[config.mk]
export PLATFORM = sky130hd
export DESIGN_NAME = bist_response_analyzer
export DESIGN_NICKNAME = d
export VERILOG_FILES = /design/src/rtl/bist_pkg.sv /design/src/rtl/bist_sisr.sv /design/src/rtl/bist_response_analyzer.sv
export SDC_FILE = /design/constraint.sdc
export NUM_CORES = 1
export LEC_CHECK = 0
export ABC_AREA = 1
export BUFFER_PORTS_ARGS = -buffer_cell sky130_fd_sc_hd__buf_2
export CAP_MARGIN = 5
export CORE_MARGIN = 1.5
export CORE_UTILIZATION = 45
export CTS_CLUSTER_SIZE = 10
export DETAILED_ROUTE_END_ITERATION = 6
export HOLD_SLACK_MARGIN = 0.12
export MAX_ROUTING_LAYER = met4
export PLACE_DENSITY_LB_ADDON = 0.2
export SLEW_MARGIN = 5
export SYNTH_ARGS = -nofsm -noshare
export SYNTH_HDL_FRONTEND = slang
export SYNTH_HIERARCHICAL = 1
export SYNTH_SLANG_ARGS = --single-unit
[constraint.sdc]
create_clock -name clk -period 1.4 [get_ports clk]
set_input_delay 0.14 -clock clk [delete_from_list [all_inputs] [get_ports clk]]
set_output_delay 0.14 -clock clk [all_outputs]
set_load 0.01 [all_outputs]
[src/rtl/bist_pkg.sv]
// Shared definitions for the BIST response analyzer.
//   - state_t : analyzer sequencing states
//   - default geometry / signature constants
//   - cnt_w() : width of a counter that must hold 0..max
package bist_pkg;

  typedef enum logic [2:0] {
    IDLE    = 3'd0,
    LOAD    = 3'd1,
    CAPTURE = 3'd2,
    UNLOAD  = 3'd3,
    DONE    = 3'd4
  } state_t;

  localparam int         CHAIN_LEN_D    = 8;
  localparam int         NUM_PATTERNS_D = 16;
  localparam int         SIG_W_D        = 8;
  localparam logic [7:0] SIG_POLY_D     = 8'h1D;
  localparam logic [7:0] SIG_SEED_D     = 8'h00;

  // Bits needed to count from 0 up to and including max (at least 1).
  function automatic int cnt_w(input int max);
    return (max < 1) ? 1 : $clog2(max + 1);
  endfunction

endpackage

[src/rtl/bist_sisr.sv]
// Serial-input signature register (Galois form, MSB out).
// Ports:
//   clk, rst  - clock, async active-high reset (to SIG_SEED)
//   load      - reload SIG_SEED (wins over shift)
//   shift     - compact din into the register
//   din       - serial response bit
//   sig       - current signature
//   sig_next  - value the register takes if shifted this cycle
module bist_sisr
  import bist_pkg::*;
#(
  parameter int               SIG_W    = SIG_W_D,
  parameter logic [SIG_W-1:0] SIG_POLY = SIG_W'(SIG_POLY_D),
  parameter logic [SIG_W-1:0] SIG_SEED = SIG_W'(SIG_SEED_D)
) (
  input  logic             clk,
  input  logic             rst,
  input  logic             load,
  input  logic             shift,
  input  logic             din,
  output logic [SIG_W-1:0] sig,
  output logic [SIG_W-1:0] sig_next
);

  // Feedback is the outgoing MSB xor the incoming bit, applied on the taps.
  assign sig_next = {sig[SIG_W-2:0], 1'b0}
                  ^ ({SIG_W{sig[SIG_W-1] ^ din}} & SIG_POLY);

  always_ff @(posedge clk or posedge rst) begin
    if (rst)        sig <= SIG_SEED;
    else if (load)  sig <= SIG_SEED;
    else if (shift) sig <= sig_next;
  end

endmodule

[src/rtl/bist_response_analyzer.sv]
// BIST sequencer and response compactor sitting behind the scan chain.
// Steps the chain through load / capture / unload phases in lockstep with
// the shared d_clk strobe, compacts every unloaded bit into a SISR and
// compares the final signature to golden.
// Ports:
//   clk, rst    - clock, async active-high reset
//   d_clk       - one-cycle advance strobe shared with LFSR and chain
//   start       - one-cycle run request (honoured in IDLE/DONE only)
//   scan_out    - chain tail bit, sampled on d_clk edges
//   golden      - expected final signature
//   scan_en     - 1 = shift, 0 = capture
//   busy        - run in progress
//   done, pass  - run complete / signature matched (held until start/rst)
//   signature   - live SISR contents
//   pattern_cnt - patterns captured so far
module bist_response_analyzer
  import bist_pkg::*;
#(
  parameter int               CHAIN_LEN    = CHAIN_LEN_D,
  parameter int               NUM_PATTERNS = NUM_PATTERNS_D,
  parameter int               SIG_W        = SIG_W_D,
  parameter logic [SIG_W-1:0] SIG_POLY     = SIG_W'(SIG_POLY_D),
  parameter logic [SIG_W-1:0] SIG_SEED     = SIG_W'(SIG_SEED_D),
  localparam int              PW           = cnt_w(NUM_PATTERNS),
  localparam int              BW           = cnt_w(CHAIN_LEN - 1)
) (
  input  logic             clk,
  input  logic             rst,
  input  logic             d_clk,
  input  logic             start,
  input  logic             scan_out,
  input  logic [SIG_W-1:0] golden,
  output logic             scan_en,
  output logic             busy,
  output logic             done,
  output logic             pass,
  output logic [SIG_W-1:0] signature,
  output logic [PW-1:0]    pattern_cnt
);

  state_t           state, state_d;
  logic [BW-1:0]    bit_cnt, bit_d;
  logic [PW-1:0]    pat_d;
  logic             done_d, pass_d;
  logic             sig_load, sig_shift;
  logic [SIG_W-1:0] sig_next;

  logic last_bit;
  assign last_bit = (bit_cnt == BW'(CHAIN_LEN - 1));

  bist_sisr #(
    .SIG_W    (SIG_W),
    .SIG_POLY (SIG_POLY),
    .SIG_SEED (SIG_SEED)
  ) u_sisr (
    .clk      (clk),
    .rst      (rst),
    .load     (sig_load),
    .shift    (sig_shift),
    .din      (scan_out),
    .sig      (signature),
    .sig_next (sig_next)
  );

  always_ff @(posedge clk or posedge rst) begin
    if (rst) begin
      state       <= IDLE;
      bit_cnt     <= '0;
      pattern_cnt <= '0;
      done        <= 1'b0;
      pass        <= 1'b0;
    end else begin
      state       <= state_d;
      bit_cnt     <= bit_d;
      pattern_cnt <= pat_d;
      done        <= done_d;
      pass        <= pass_d;
    end
  end

  always_comb begin
    state_d   = state;
    bit_d     = bit_cnt;
    pat_d     = pattern_cnt;
    done_d    = done;
    pass_d    = pass;
    sig_load  = 1'b0;
    sig_shift = 1'b0;
    case (state)
      // start beats a coincident d_clk: that strobe is consumed by nothing.
      IDLE, DONE: begin
        if (start) begin
          state_d  = LOAD;
          bit_d    = '0;
          pat_d    = '0;
          done_d   = 1'b0;
          pass_d   = 1'b0;
          sig_load = 1'b1;
        end
      end
      // First fill: the chain holds no response yet, so nothing compacts.
      LOAD: begin
        if (d_clk) begin
          if (last_bit) begin
            state_d = CAPTURE;
            bit_d   = '0;
          end else begin
            bit_d = bit_cnt + BW'(1);
          end
        end
      end
      CAPTURE: begin
        if (d_clk) begin
          pat_d   = pattern_cnt + PW'(1);
          state_d = UNLOAD;
        end
      end
      UNLOAD: begin
        if (d_clk) begin
          sig_shift = 1'b1;
          if (last_bit) begin
            bit_d = '0;
            if (pattern_cnt == PW'(NUM_PATTERNS)) begin
              state_d = DONE;
              done_d  = 1'b1;
              // Compare the value being written this edge, not the stale one.
              pass_d  = (sig_next == golden);
            end else begin
              state_d = CAPTURE;
            end
          end else begin
            bit_d = bit_cnt + BW'(1);
          end
        end
      end
      default: state_d = IDLE;
    endcase
  end

  assign scan_en = (state != CAPTURE);
  assign busy    = (state == LOAD) || (state == CAPTURE) || (state == UNLOAD);

endmodule

Word-level counts from Yosys, hierarchy flattened
Cells that the tools add are included.
{"block": "classes", "add_sub_neg": 2, "multipliers": 0, "div_mod_pow": 0, "order_cmp": 0, "eq_ne": 16, "n_shift": 0, "mux": 30, "bitwise_logic": 2, "reduce_logical": 13}
{"operator": "3-bit 2-to-1 mux", "count": 10}
{"operator": "8-bit 2-to-1 mux", "count": 2}
{"operator": "2-bit inequality test, second input constant", "count": 7}
{"operator": "3-bit one-hot mux with 4 select lines", "count": 1}
{"operator": "1-bit 2-to-1 mux", "count": 11}
{"operator": "5-bit 2-to-1 mux", "count": 2}
{"operator": "5-bit one-hot mux with 2 select lines", "count": 1}
{"operator": "8-bit equality test", "count": 1}
{"operator": "2-bit nonzero test", "count": 4}
{"operator": "8-bit by 5-bit XOR with 8-bit output", "count": 1}
{"operator": "3-bit by 2-bit equality test with 1-bit output, second input constant", "count": 2}
{"operator": "3-bit equality test, second input constant", "count": 2}
{"operator": "3-bit one-hot mux with 2 select lines", "count": 1}
{"operator": "3-bit AND reduction", "count": 2}
{"operator": "6-bit AND reduction", "count": 1}
{"operator": "5-bit by 1-bit adder with 5-bit output, second input constant", "count": 1}
{"operator": "5-bit equality test, second input constant", "count": 1}
{"operator": "5-bit AND reduction", "count": 1}
{"operator": "1-bit one-hot mux with 2 select lines", "count": 2}
{"operator": "2-bit OR reduction", "count": 2}
{"operator": "3-bit by 1-bit adder with 3-bit output, second input constant", "count": 1}
{"operator": "3-bit by 1-bit equality test with 1-bit output, second input constant", "count": 1}
{"operator": "3-bit zero test", "count": 1}
{"operator": "3-bit by 2-bit inequality test with 1-bit output, second input constant", "count": 1}
{"operator": "3 further kinds", "count": 4}
{"block": "totals", "regBits": 21, "latchBits": 0, "ramBits": 0, "romBits": 0, "inputBits": 13, "out_inout_bits": 17, "word_cells": 69, "n_memories": 0}

Depth between registers and ports, before layout
Gate-level depths: netlist (run 1).
{"block": "depth", "word_depth": 7, "depth_mapped": 11, "depth_no_buf": 11}

Modules after synthesis
The synthesis (run 1) kept the hierarchy.
{"mod": "bist_response_analyzer", "n_inst": 1, "cells_per_inst": 129, "area_each_um2": 878.3}
{"mod": "bist_sisr", "n_inst": 1, "cells_per_inst": 54, "area_each_um2": 441.7}

Worst setup path after synthesis (run 1)
OpenSTA, ideal clock, no wires.
{"block": "synth_path", "path_type": "reg-to-reg", "startpoint": "register u_sisr.sig[7]", "endpoint": "register pass", "arrival_ps": 1301, "required_time_ps": 1283, "setup_slack_ps": -18, "path_stages_with_launch": 10, "path_buffers": 0, "synth_period_minus_slack_ps": 1418, "cell_sequence": "dfrtp_1 inv_2 nand2_2 nand3_1 and2_1 or2_2 nand3_1 nor2_1 nand3_1 nand2_1"}
{"block": "synth_between", "elab_chain_len": 7}
{"item": "start: declaration", "line_no": "bist_sisr.sv:21", "rtl": "output logic [SIG_W-1:0] sig,"}
{"item": "start signal: assignment", "line_no": "bist_sisr.sv:32", "rtl": "else if (shift) sig <= sig_next;"}
{"item": "1-bit XOR", "line_no": "bist_sisr.sv:27", "rtl": "^ ({SIG_W{sig[SIG_W-1] ^ din}} & SIG_POLY);"}
{"item": "8-bit by 5-bit XOR with 8-bit output", "line_no": "bist_sisr.sv:27"}
{"item": "net sig_next[2]", "line_no": "bist_response_analyzer.sv:46", "rtl": "logic [SIG_W-1:0] sig_next;"}
{"item": "8-bit equality test", "line_no": "bist_response_analyzer.sv:127", "rtl": "pass_d = (sig_next == golden);"}
{"item": "1-bit 2-to-1 mux", "line_no": "bist_response_analyzer.sv:123", "rtl": "if (pattern_cnt == PW'(NUM_PATTERNS)) begin"}
{"item": "1-bit 2-to-1 mux", "line_no": "bist_response_analyzer.sv:121", "rtl": "if (last_bit) begin"}
{"item": "1-bit 2-to-1 mux", "line_no": "bist_response_analyzer.sv:119", "rtl": "if (d_clk) begin"}
{"item": "1-bit one-hot mux with 2 select lines", "line_no": "bist_response_analyzer.sv:89", "rtl": "case (state)"}
{"item": "end signal: assignment", "line_no": "bist_response_analyzer.sv:77", "rtl": "pass <= pass_d;"}
{"item": "end: declaration", "line_no": "bist_response_analyzer.sv:36", "rtl": "output logic pass,"}
The timed path passes the listed nets, and every way through them passes these cells. The select of a mux whose other input is x is not followed.
A chain may end at the register's enable or synchronous reset.

Worst setup path in the final report (run 1)
Ends and elaborated chain as after synthesis.

==> impl_metrics.env, run 1 <==
export IMPL_outcome="finished with violations"
export IMPL_violations="setup timing"
export IMPL_worst_endpoint_required_ns=1.60
export IMPL_cpPeakStageDelay_ns=0.44
export IMPL_yosysSeqAreaShare_pct=39.8
export IMPL_core_area_mm2=0.00278
export IMPL_routed_via_density=4.87
export IMPL_drtIter0Drc=14
export IMPL_drc_errors=0
export IMPL_grt_usage_pct=19.6
export IMPL_p_per_area_mw_per_mm2=1750
export IMPL_synthesis_nets=200
export IMPL_die_area_mm2=0.00327
export IMPL_synth_top_family_by_area="simple AND/OR/NAND/NOR gates"
export IMPL_die_x_um=57.2
export IMPL_synthSimpleGateAreaFrac_pct=36.7
export IMPL_cp_slowest_cell="dfrtp_1"
export IMPL_ant_nets=0
export IMPL_multiInputGateArea_um2=706
export IMPL_syn_avg_cell_area_um2=7.21
export IMPL_worst_pin_slew_ns=0.524
export IMPL_vdd_ir_drop_max_mv=1.11
export IMPL_first_pass_iters=4
export IMPL_p_clk_share_pct=10.3
export IMPL_rsz0062_at_grt="true"
export IMPL_yosysWarnings=6
export IMPL_synth_mux_area_share_pct=0
export IMPL_hold_path_class="in2reg"
export IMPL_syn_area_mm2=0.00132
export IMPL_arrival_ns=1.63
export IMPL_start_util_pct=47.5
export IMPL_start_kind="flip-flop"
export IMPL_p_switching_mw=1.25
export IMPL_num_io_pins=30
export IMPL_placed_area_mm2=0.00153
export IMPL_fmax_mhz=702
export IMPL_routed_wl_mm=2.83
export IMPL_portBuffers=29
export IMPL_stdcell_area_mm2=0.00165
export IMPL_via_count=1233
export IMPL_clock_path_buffers=2
export IMPL_seqPwrFrac_pct=35.9
export IMPL_path_clk_slew_ns=0.13
export IMPL_fin_hold_ws_ns=0.188
export IMPL_dp_slack_ns=-0.0185
export IMPL_slew_viol_final=0
export IMPL_die_h_um=57.2
export IMPL_grt_pass1_wl_mm=4.93
export IMPL_cpMostUsedCell="nand3_2"
export IMPL_post_route_period_util_pct=102
export IMPL_power_frac_comb_pct=53.7
export IMPL_num_antenna_cells=0
export IMPL_cts_tree="done"
export IMPL_routedWlPerCell_um=11.2
export IMPL_netlist_instances=183
export IMPL_clock_sinks=21
export IMPL_grt_pass1_vias=1180
export IMPL_root_buffer="clkbuf_4"
export IMPL_area_growth_pct=24.6
export IMPL_critPathBufInv=1
export IMPL_p_sw_share_pct=43.5
export IMPL_clkLatencyLatePin_ns=0.31
export IMPL_setup_viol=1
export IMPL_drv_cap=0
export IMPL_hold_viol_final=0
export IMPL_power_internal_mw=1.63
export IMPL_max_slew_margin_rel_pct=65.0
export IMPL_finalWorstSetupSlack_ns=-0.0246
export IMPL_nets=240
export IMPL_ys_ff_latch=21
export IMPL_h_tree_depth=1
export IMPL_grt_antenna_before_repair=0
export IMPL_hpwl_mm=2.25
export IMPL_yosysUniqueCellTypes=26
export IMPL_leakage_nw=0.951
export IMPL_crit_fanout=4
export IMPL_critical_path_class="reg2reg"
export IMPL_crit_path_end_kind="flip-flop"
export IMPL_n_fill_cell=266
export IMPL_layout_drive_gt1_share_pct=32.9
export IMPL_synth_xor_area_share_pct=2.65
export IMPL_synth_compound_area_share_pct=5.69
export IMPL_fin_worst_skew_ns=0.0106
export IMPL_gp_congestion=0.889
export IMPL_ff_latch_area_um2=528
export IMPL_overflow=0
export IMPL_synth_fa_ha_area_share_pct=3.79
export IMPL_numCtsBuffers=3
export IMPL_path_cells="inv_2, nand2_4, nand3_2, and2_4, or2_4, nand3_2, nor2_1, nand3_1, nand2_1"
export IMPL_fp_row_count=19
export IMPL_grt_max_degree=14
export IMPL_path_delay_family="simple AND/OR/NAND/NOR gates"
export IMPL_fin_crit_ns=1.42
-- path summary, 6_finish.rpt --
check                              start       endpoint  slack [ns]  cells past startpoint
setup / recovery           u_sisr/sig[7]           pass       -0.02                      9
setup reg to reg           u_sisr/sig[7]           pass       -0.02                      9
hold / removal                     start       state[2]        0.19                      4
hold reg to reg               bit_cnt[0]     bit_cnt[0]        0.51                      1
max in group asynchronous            rst       state[1]        0.62                      3
min in group asynchronous            rst  u_sisr/sig[6]        0.32                      3
-- state kept, by name (all words and copies together) (netlist names) --
| name | count |
|---|---|
| u_sisr/sig | 8 |
| pattern_cnt | 5 |
| bit_cnt | 3 |
| state | 3 |
| done | 1 |
| pass | 1 |
-- cell usage in the layout, fill, tap and decap left out, drive strengths merged, types with 3 or more instances in the layout --
cell     n
and2     3
buf     37
clkbuf   3
dfrtp   21
ha       4
inv     32
nand2   59
nand3   21
nor2    16
o21ai    8
xor2     3
-- tightest hold or removal path, delay by kind of cell --
kind	cells	cell delay [ns]
and+or+nand+nor	1	0.11
buffers and inverters	2	0.13
AOI/OAI and AO/OA	1	0.09
-- layer usage --
metal / track usage, % / up-vias / part of all wire [%]
met5: - / - / 0
met4: 5.98 / 0 / 0.46
met3: 2.49 / 2 / 3.1
met2: 33.3 / 20 / 49
met1: 24.5 / 568 / 48
li1: - / 643 / -
-- power by group through the flow --
| stage | Clock, mW | Sequential [mW] | Combinational, mW |
|---|---|---|---|
| 6_report | 0.298 | 1.04 | 1.55 |
| 5_1_grt | 0.332 | 1.07 | 1.76 |
| 4_1_cts | 0.311 | 1.03 | 1.47 |
| 3_5_place_dp | 0 | 1.04 | 1.43 |
| 3_3_place_gp | 0 | 1.03 | 1.39 |
| 2_1_floorplan | 0 | 1.07 | 0.970 |
-- through the flow --
step / util, % / std cells / TNS [ns] / total power [mW]
2_1_floorplan: - / 183 / 0 / 2.04
3_3_place_gp: 55.2 / 245 / 0 / 2.42
3_5_place_dp: 55.2 / 245 / -0.0185 / 2.47
4_1_cts: 57.4 / 252 / -0.0373 / 2.81
5_1_grt: 59.2 / 253 / -0.478 / 3.16
6_report: 59.2 / 253 / -0.0246 / 2.88
-- cell families (layout without fill, tap and decap cells) --
| group | after synthesis | count (layout) |
|---|---|---|
| DFF | 21 | 21 |
| AOI/OAI and AO/OA | 12 | 12 |
| xor gates and xnor gates | 4 | 4 |
| adders and majority gates | 4 | 4 |
| and+or+nand+nor | 106 | 106 |
| buffers and inverters | 36 | 75 |
-- layout make-up --
type,instances,share of cell area [%]
Clock inverter,1,0.304
Timing Repair Buffer,39,13.7
Sequential cell,21,32.1
Clock buffer,3,1.37
Tap cell,31,2.36
Inverter,32,7.30
Multi-Input combinational cell,126,42.9
-- cell usage after synthesis --
master / instances / area share, %
nand2_1: 55 / 16
inv_1: 26 / 7.4
dfrtp_1: 21 / 40
nand3_1: 20 / 7.6
nor2_1: 13 / 3.7
inv_2: 6 / 1.7
buf_4: 4 / 2.3
ha_1: 4 / 3.8
nand2_2: 4 / 1.9
o21ai_0: 4 / 1.5
and2_1: 3 / 1.4
xor2_1: 3 / 2.0
nand3b_1: 2 / 1.1
nor2_2: 2 / 0.95
nor3_1: 2 / 0.76
o21ai_1: 2 / 0.76
o21ai_2: 2 / 1.3
or2_2: 2 / 0.95
a21oi_1: 1 / 0.38
a22o_1: 1 / 0.66
nand3_4: 1 / 1.3
nand4_1: 1 / 0.47
nor2_4: 1 / 0.85
o22ai_1: 1 / 0.47
o31ai_1: 1 / 0.57
xnor2_1: 1 / 0.66
-- what timing repair did --
action,in CTS,in global routing
gates resized for setup,2,13
buffers inserted,1,1
hold buffers,2,0
endpoints found under the setup margin,2,13
endpoints found under the hold margin,22,0
Power figures use the tool's default switching activity.
==> inputs of run 2 (changes only) <==
- CORE_UTILIZATION: 45 -> 48
==> run 2 against run 1 <==
Compared with the run above: the flow now finishes without violations; maximum frequency grew 2.6%; first-iteration DRC count grew to 3.6 times the previous value; clock-buffer cell count is the same; setup slack gained 0.036 ns; combinational power is essentially flat; critical path depth is the same; via count shrank 0.89%; clock skew is essentially flat; sequential share of layout area shrank 0.32 points; utilization grew 6.0 points; largest cell class unchanged; highest routed layer unchanged.
==> impl_metrics.env, run 2 (same netlist as run 1, synthesis figures left out) <==
export IMPL_outcome="finished clean"
export IMPL_gp_congestion=0.866
export IMPL_drv_cap=0
export IMPL_finalWorstSetupSlack_ns=0.0111
export IMPL_num_antenna_cells=0
export IMPL_overflow=0
export IMPL_largest_registers="u_sisr/sig x8, pattern_cnt x5"
export IMPL_start_kind="flip-flop"
export IMPL_nets=241
export IMPL_start_util_pct=51.9
export IMPL_grt_usage_pct=19.7
export IMPL_path_cells="inv_2, nand2_2, nand3_1, and2_4, or2_4, nand3_2, nor2_1, nand3_1, nand2_1"
export IMPL_clock_path_buffers=2
export IMPL_critical_path_class="reg2reg"
export IMPL_post_route_period_util_pct=99.2
export IMPL_die_area_mm2=0.00307
export IMPL_ant_nets=0
export IMPL_cpPeakStageDelay_ns=0.42
export IMPL_final_common_cell="nand2_1"
export IMPL_final_util_pct=65.1
export IMPL_crit_fanout=4
export IMPL_r2r_end="pass"
export IMPL_fin_crit_ns=1.39
export IMPL_placed_area_mm2=0.00154
export IMPL_stdcell_area_mm2=0.00166
export IMPL_worstSetupEndpoint="pass"
export IMPL_core_area_mm2=0.00254
export IMPL_cpMostUsedCell="nand3_1"
export IMPL_tns_ns=0
export IMPL_hold_path_class="in2reg"
export IMPL_cts_tree="done"
export IMPL_area_growth_pct=25.6
export IMPL_routedWlPerCell_um=11.2
export IMPL_crit_path_end_kind="flip-flop"
export IMPL_first_pass_iters=4
export IMPL_max_slew_margin_rel_pct=65.9
export IMPL_fp_row_count=18
export IMPL_vdd_ir_drop_max_mv=1.24
export IMPL_arrival_ns=1.60
export IMPL_routed_via_density=4.83
export IMPL_drc_errors=0
export IMPL_dp_slack_ns=0.0139
export IMPL_hold_viol_final=0
export IMPL_regMostFlops="u_sisr/sig"
export IMPL_grt_max_degree=14
export IMPL_rsz0062_at_grt="true"
export IMPL_leakage_nw=0.959
export IMPL_clock_sinks=21
export IMPL_numCtsBuffers=3
export IMPL_fin_hold_ws_ns=0.222
export IMPL_via_count=1222
export IMPL_routed_wl_mm=2.85
export IMPL_p_per_area_mw_per_mm2=1730
export IMPL_grt_pass1_wl_mm=4.85
export IMPL_dp_cells=245
export IMPL_reg2reg_depth=9
export IMPL_die_h_um=55.4
export IMPL_drtIter0Drc=50
export IMPL_fmax_mhz=720
export IMPL_worst_endpoint_required_ns=1.61
export IMPL_slew_viol_final=0
export IMPL_grt_antenna_before_repair=0
export IMPL_largest_reg_flops=8
export IMPL_clkLatencyLatePin_ns=0.30
export IMPL_final_cell_mix="nand2_1, buf_2, inv_1"
export IMPL_path_clk_slew_ns=0.12
export IMPL_die_x_um=55.4
export IMPL_root_buffer="clkbuf_4"
export IMPL_portBuffers=29
export IMPL_worstSetupStartpoint="u_sisr/sig[7]"
export IMPL_finalPower_mw=2.87
export IMPL_worstReg2RegStart="u_sisr/sig[7]"
export IMPL_layout_drive_gt1_share_pct=33.2
export IMPL_h_tree_depth=1
export IMPL_grt_pass1_vias=1178
export IMPL_instances_no_fill=253
export IMPL_cp_slowest_cell="dfrtp_1"
export IMPL_hpwl_mm=2.22
export IMPL_worst_pin_slew_ns=0.511
export IMPL_rrSetupSlack_ns=0.01
export IMPL_setup_viol=0
export IMPL_fin_worst_skew_ns=0.0108
export IMPL_num_io_pins=30
-- run 2: cell count changes in the layout (fill, tap and decap cells not counted), moves of 2 or more --
cell and change:
nand2_1 +3, nand2_2 -3, nand3_1 -2, nand3_2 +2
nor2_1 -2, nor2_2 +2
-- run 2: per-layer routing --
metal / track usage [%] / vias up / part of all wire (%)
met2: 36.2 / 23 / 52
met5: - / - / 0
li1: - / 645 / -
met4: 3.14 / 0 / 1.5
met3: 2.81 / 7 / 3.6
met1: 22.9 / 547 / 43
-- run 2: worst max-delay path: cells and delay by family, from the launching register on --
family	cells	cell delay [ns]
and+or+nand+nor	8	0.80
DFF	1	0.42
buffers and inverters	1	0.08
-- run 2: area by class of cell --
type,instances,area [um^2]
flip-flops and latches,21,527
multi-input cells,126,709
fillers,237,887
inverters,32,120
clock inverters,1,5.00
repair buffers,40,236
clock buffers,3,22.5
well taps,30,37.5
-- run 2: how the worst min path moves through the flow --
stage / cells after the start / startpoint / to / slack (ns)
2_1_floorplan: 1 / rst / u_sisr/sig[0] / -0.04
3_3_place_gp: 2 / rst / u_sisr/sig[1] / 0.11
3_5_place_dp: 2 / rst / u_sisr/sig[0] / 0.11
4_1_cts: 4 / start / state[2] / 0.15
5_1_grt: 4 / start / state[2] / 0.22
6_report: 4 / start / state[2] / 0.22
-- run 2: what timing repair did --
| item | in CTS | in global routing |
|---|---|---|
| hold endpoints to repair | 22 | 0 |
| endpoints found under the setup margin | 3 | 6 |
| resized for setup | 1 | 14 |
| setup buffers | 1 | 1 |
| hold buffers | 2 | 0 |
| pin swaps | 1 | 2 |
-- run 2: where the power goes --
group	switching (mW)	internal, mW
Sequential	0.213	0.819
Combinational	0.853	0.701
Clock	0.179	0.106
==> inputs of run 3 (changes only) <==
- ABC_AREA: 1 -> default
- SLEW_MARGIN: 5 -> 20
==> run 3 against run 2 <==
Compared with the run above: the run now ends with setup timing left; area after synthesis rose by 3.1%; routed wire length grew 8.6%; worst hold slack better by 0.058 ns; via count shrank 9.7%; clock-buffer cell count increased by 1; utilization increased by 3.5 points; clock skew shrank 0.0088 ns; cell count down 14%; sequential power is 8% higher; non-clock buffer count is 25 higher; maximum frequency is 16% lower; combinational power up 49%; largest power group unchanged.
==> impl_metrics.env, run 3 <==
export IMPL_crit_path_end_kind="flip-flop"
export IMPL_violations="setup timing"
export IMPL_leakage_nw=0.926
export IMPL_netlist_area_leader_share_pct=38.6
export IMPL_arrival_ns=1.84
export IMPL_synth_edf_count=0
export IMPL_wl_met2_mm=1.70
export IMPL_fin_crit_ns=1.65
export IMPL_routed_via_density=5.09
export IMPL_hold_path_class="in2reg"
export IMPL_drv_cap=0
export IMPL_vdd_ir_drop_max_mv=1.49
export IMPL_grt_pass1_wl_mm=5.23
export IMPL_met1Wirelength_mm=1.28
export IMPL_syn_avg_cell_area_um2=10.7
export IMPL_start_kind="flip-flop"
export IMPL_root_buffer="clkbuf_4"
export IMPL_rsz0062_at_grt="true"
export IMPL_fin_worst_skew_ns=0.00193
export IMPL_hold_viol_final=0
export IMPL_worst_endpoint_required_ns=1.60
export IMPL_area_growth_pct=37.8
export IMPL_fin_hold_ws_ns=0.280
export IMPL_outcome="finished with violations"
export IMPL_routedWlPerCell_um=14.2
export IMPL_max_slew_margin_rel_pct=65.4
export IMPL_gp_congestion=0.809
export IMPL_p_switching_mw=1.44
export IMPL_num_antenna_cells=0
export IMPL_placed_area_mm2=0.00174
export IMPL_die_area_mm2=0.00316
export IMPL_h_tree_depth=1
export IMPL_p_per_area_mw_per_mm2=1980
export IMPL_synth_most_common_cell="dfrtp_1"
export IMPL_regMostFlops="u_sisr/sig"
export IMPL_p_sw_share_pct=38.7
export IMPL_yosys_top_cells_area="dfrtp_1, mux2i_1, xnor2_1"
export IMPL_synth_top_area_cell="dfrtp_1"
export IMPL_worst_pin_slew_ns=0.518
export IMPL_via_count=1104
export IMPL_cts_tree="done"
export IMPL_numCtsBuffers=3
export IMPL_clock_path_buffers=2
export IMPL_yosysUniqueCellTypes=39
export IMPL_first_pass_iters=4
export IMPL_layout_drive_gt1_share_pct=51.6
export IMPL_yosysSeqAreaShare_pct=38.6
export IMPL_hpwl_mm=2.33
export IMPL_overflow=0
export IMPL_die_h_um=56.3
export IMPL_routed_wl_mm=3.09
export IMPL_rrSetupSlack_ns=-0.25
export IMPL_finalWorstSetupSlack_ns=-0.247
export IMPL_ys_ff_latch=21
export IMPL_yosysWarnings=6
export IMPL_wl_met3_um=88
export IMPL_netlist_instances=127
export IMPL_dr_max_layer_used="met4"
export IMPL_clkLatencyLatePin_ns=0.30
export IMPL_start_util_pct=49.8
export IMPL_grt_max_degree=14
export IMPL_ant_nets=0
export IMPL_grt_usage_pct=21.8
export IMPL_fp_row_count=19
export IMPL_synth_commonest_cells="dfrtp_1, nor2_1, inv_1, xnor2_1, mux2i_1"
export IMPL_die_x_um=56.3
export IMPL_power_internal_mw=2.28
export IMPL_grt_pass1_vias=1147
export IMPL_synthesis_nets=144
export IMPL_post_route_period_util_pct=118
export IMPL_critical_path_class="reg2reg"
export IMPL_final_cell_mix="buf_4, buf_2, nor2_1"
export IMPL_ys_async_sr_fraction_pct=100
export IMPL_setup_viol=10
export IMPL_largest_registers="u_sisr/sig x8, pattern_cnt x5"
export IMPL_grt_antenna_before_repair=0
export IMPL_core_area_mm2=0.00273
export IMPL_drc_errors=0
export IMPL_fmax_mhz=607
export IMPL_synth_ff_type="dfrtp_1"
export IMPL_drtIter0Drc=28
export IMPL_nets=204
export IMPL_slew_viol_final=0
export IMPL_crit_fanout=3
export IMPL_seqPwrFrac_pct=29.9
export IMPL_path_clk_slew_ns=0.11
export IMPL_num_io_pins=30
export IMPL_clock_sinks=21
export IMPL_dp_slack_ns=-0.272
export IMPL_p_clk_share_pct=7.8
export IMPL_largest_reg_flops=8
export IMPL_portBuffers=29
export IMPL_final_common_cell="buf_4"
export IMPL_stdcell_area_mm2=0.00188
export IMPL_syn_area_mm2=0.00136
export IMPL_power_frac_comb_pct=62.3
## run 3: final timing paths
path	depth (start not counted)	end	start
max	6	pass	bit_cnt[0]
min	4	pattern_cnt[0]	start
max reg2reg	6	pass	bit_cnt[0]
min reg2reg	1	done	done
max in group asynchronous	3	pattern_cnt[0]	rst
min in group asynchronous	3	u_sisr/sig[0]	rst
## run 3: logic make-up (layout without fill, tap and decap cells)
family          Yosys count  count (layout)  synth area share (%)
simple gates             40              40                  15.7
fa+ha+maj                 4               4                  3.68
compound gates           19              19                  13.9
flops                    21              21                  38.6
mux                       9               9                  6.99
buf+inv                  19              78                  7.90
xor+xnor                 15              15                  13.2
## run 3: metrics by stage
step / total power, mW / std cells / TNS, ns / utilization [%]
2_1_floorplan: 2.53 / 127 / -0.549 / -
3_3_place_gp: 3.20 / 205 / -0.784 / 63.8
3_5_place_dp: 3.30 / 205 / -1.28 / 63.8
4_1_cts: 3.66 / 213 / -0.925 / 66.7
5_1_grt: 4.02 / 217 / -2.01 / 68.6
6_report: 3.71 / 217 / -0.894 / 68.6
## run 3: layout make-up
type / instances / area, um^2
flip-flops and latches: 21 / 529
clock buffers: 4 / 26.3
inverters: 9 / 33.8
repair buffers: 65 / 443
well taps: 31 / 38.8
fillers: 208 / 858
multi-input cells: 87 / 805
## run 3: per-layer routing
layer	vias to the layer above	track usage (%)
li1	550	-
met1	535	24.5
met2	17	40.5
met3	2	2.76
met4	0	5.78
met5	-	-
## run 3: repair_timing
action,CTS,global route
gates resized for setup,9,9
hold endpoints to repair,21,0
buffers inserted,4,4
hold buffers,1,0
pin swaps,5,3
gates cloned,0,0
endpoints found under the setup margin,18,20
## run 3: worst max-delay path: stages (launching register included)
cell and delay, ns:
dfrtp_1 0.40, ha_2 0.20, ha_4 0.16, a21bo_4 0.22, o221ai_4 0.19, o21ai_2 0.08, mux2_4 0.29
## run 3: power groups by stage
stage	combinational (mW)	sequential, mW	clock [mW]
6_report	2.31	1.11	0.290
5_1_grt	2.55	1.15	0.324
2_1_floorplan	1.33	1.20	0
4_1_cts	2.26	1.10	0.302
3_5_place_dp	2.19	1.11	0
3_3_place_gp	2.11	1.09	0
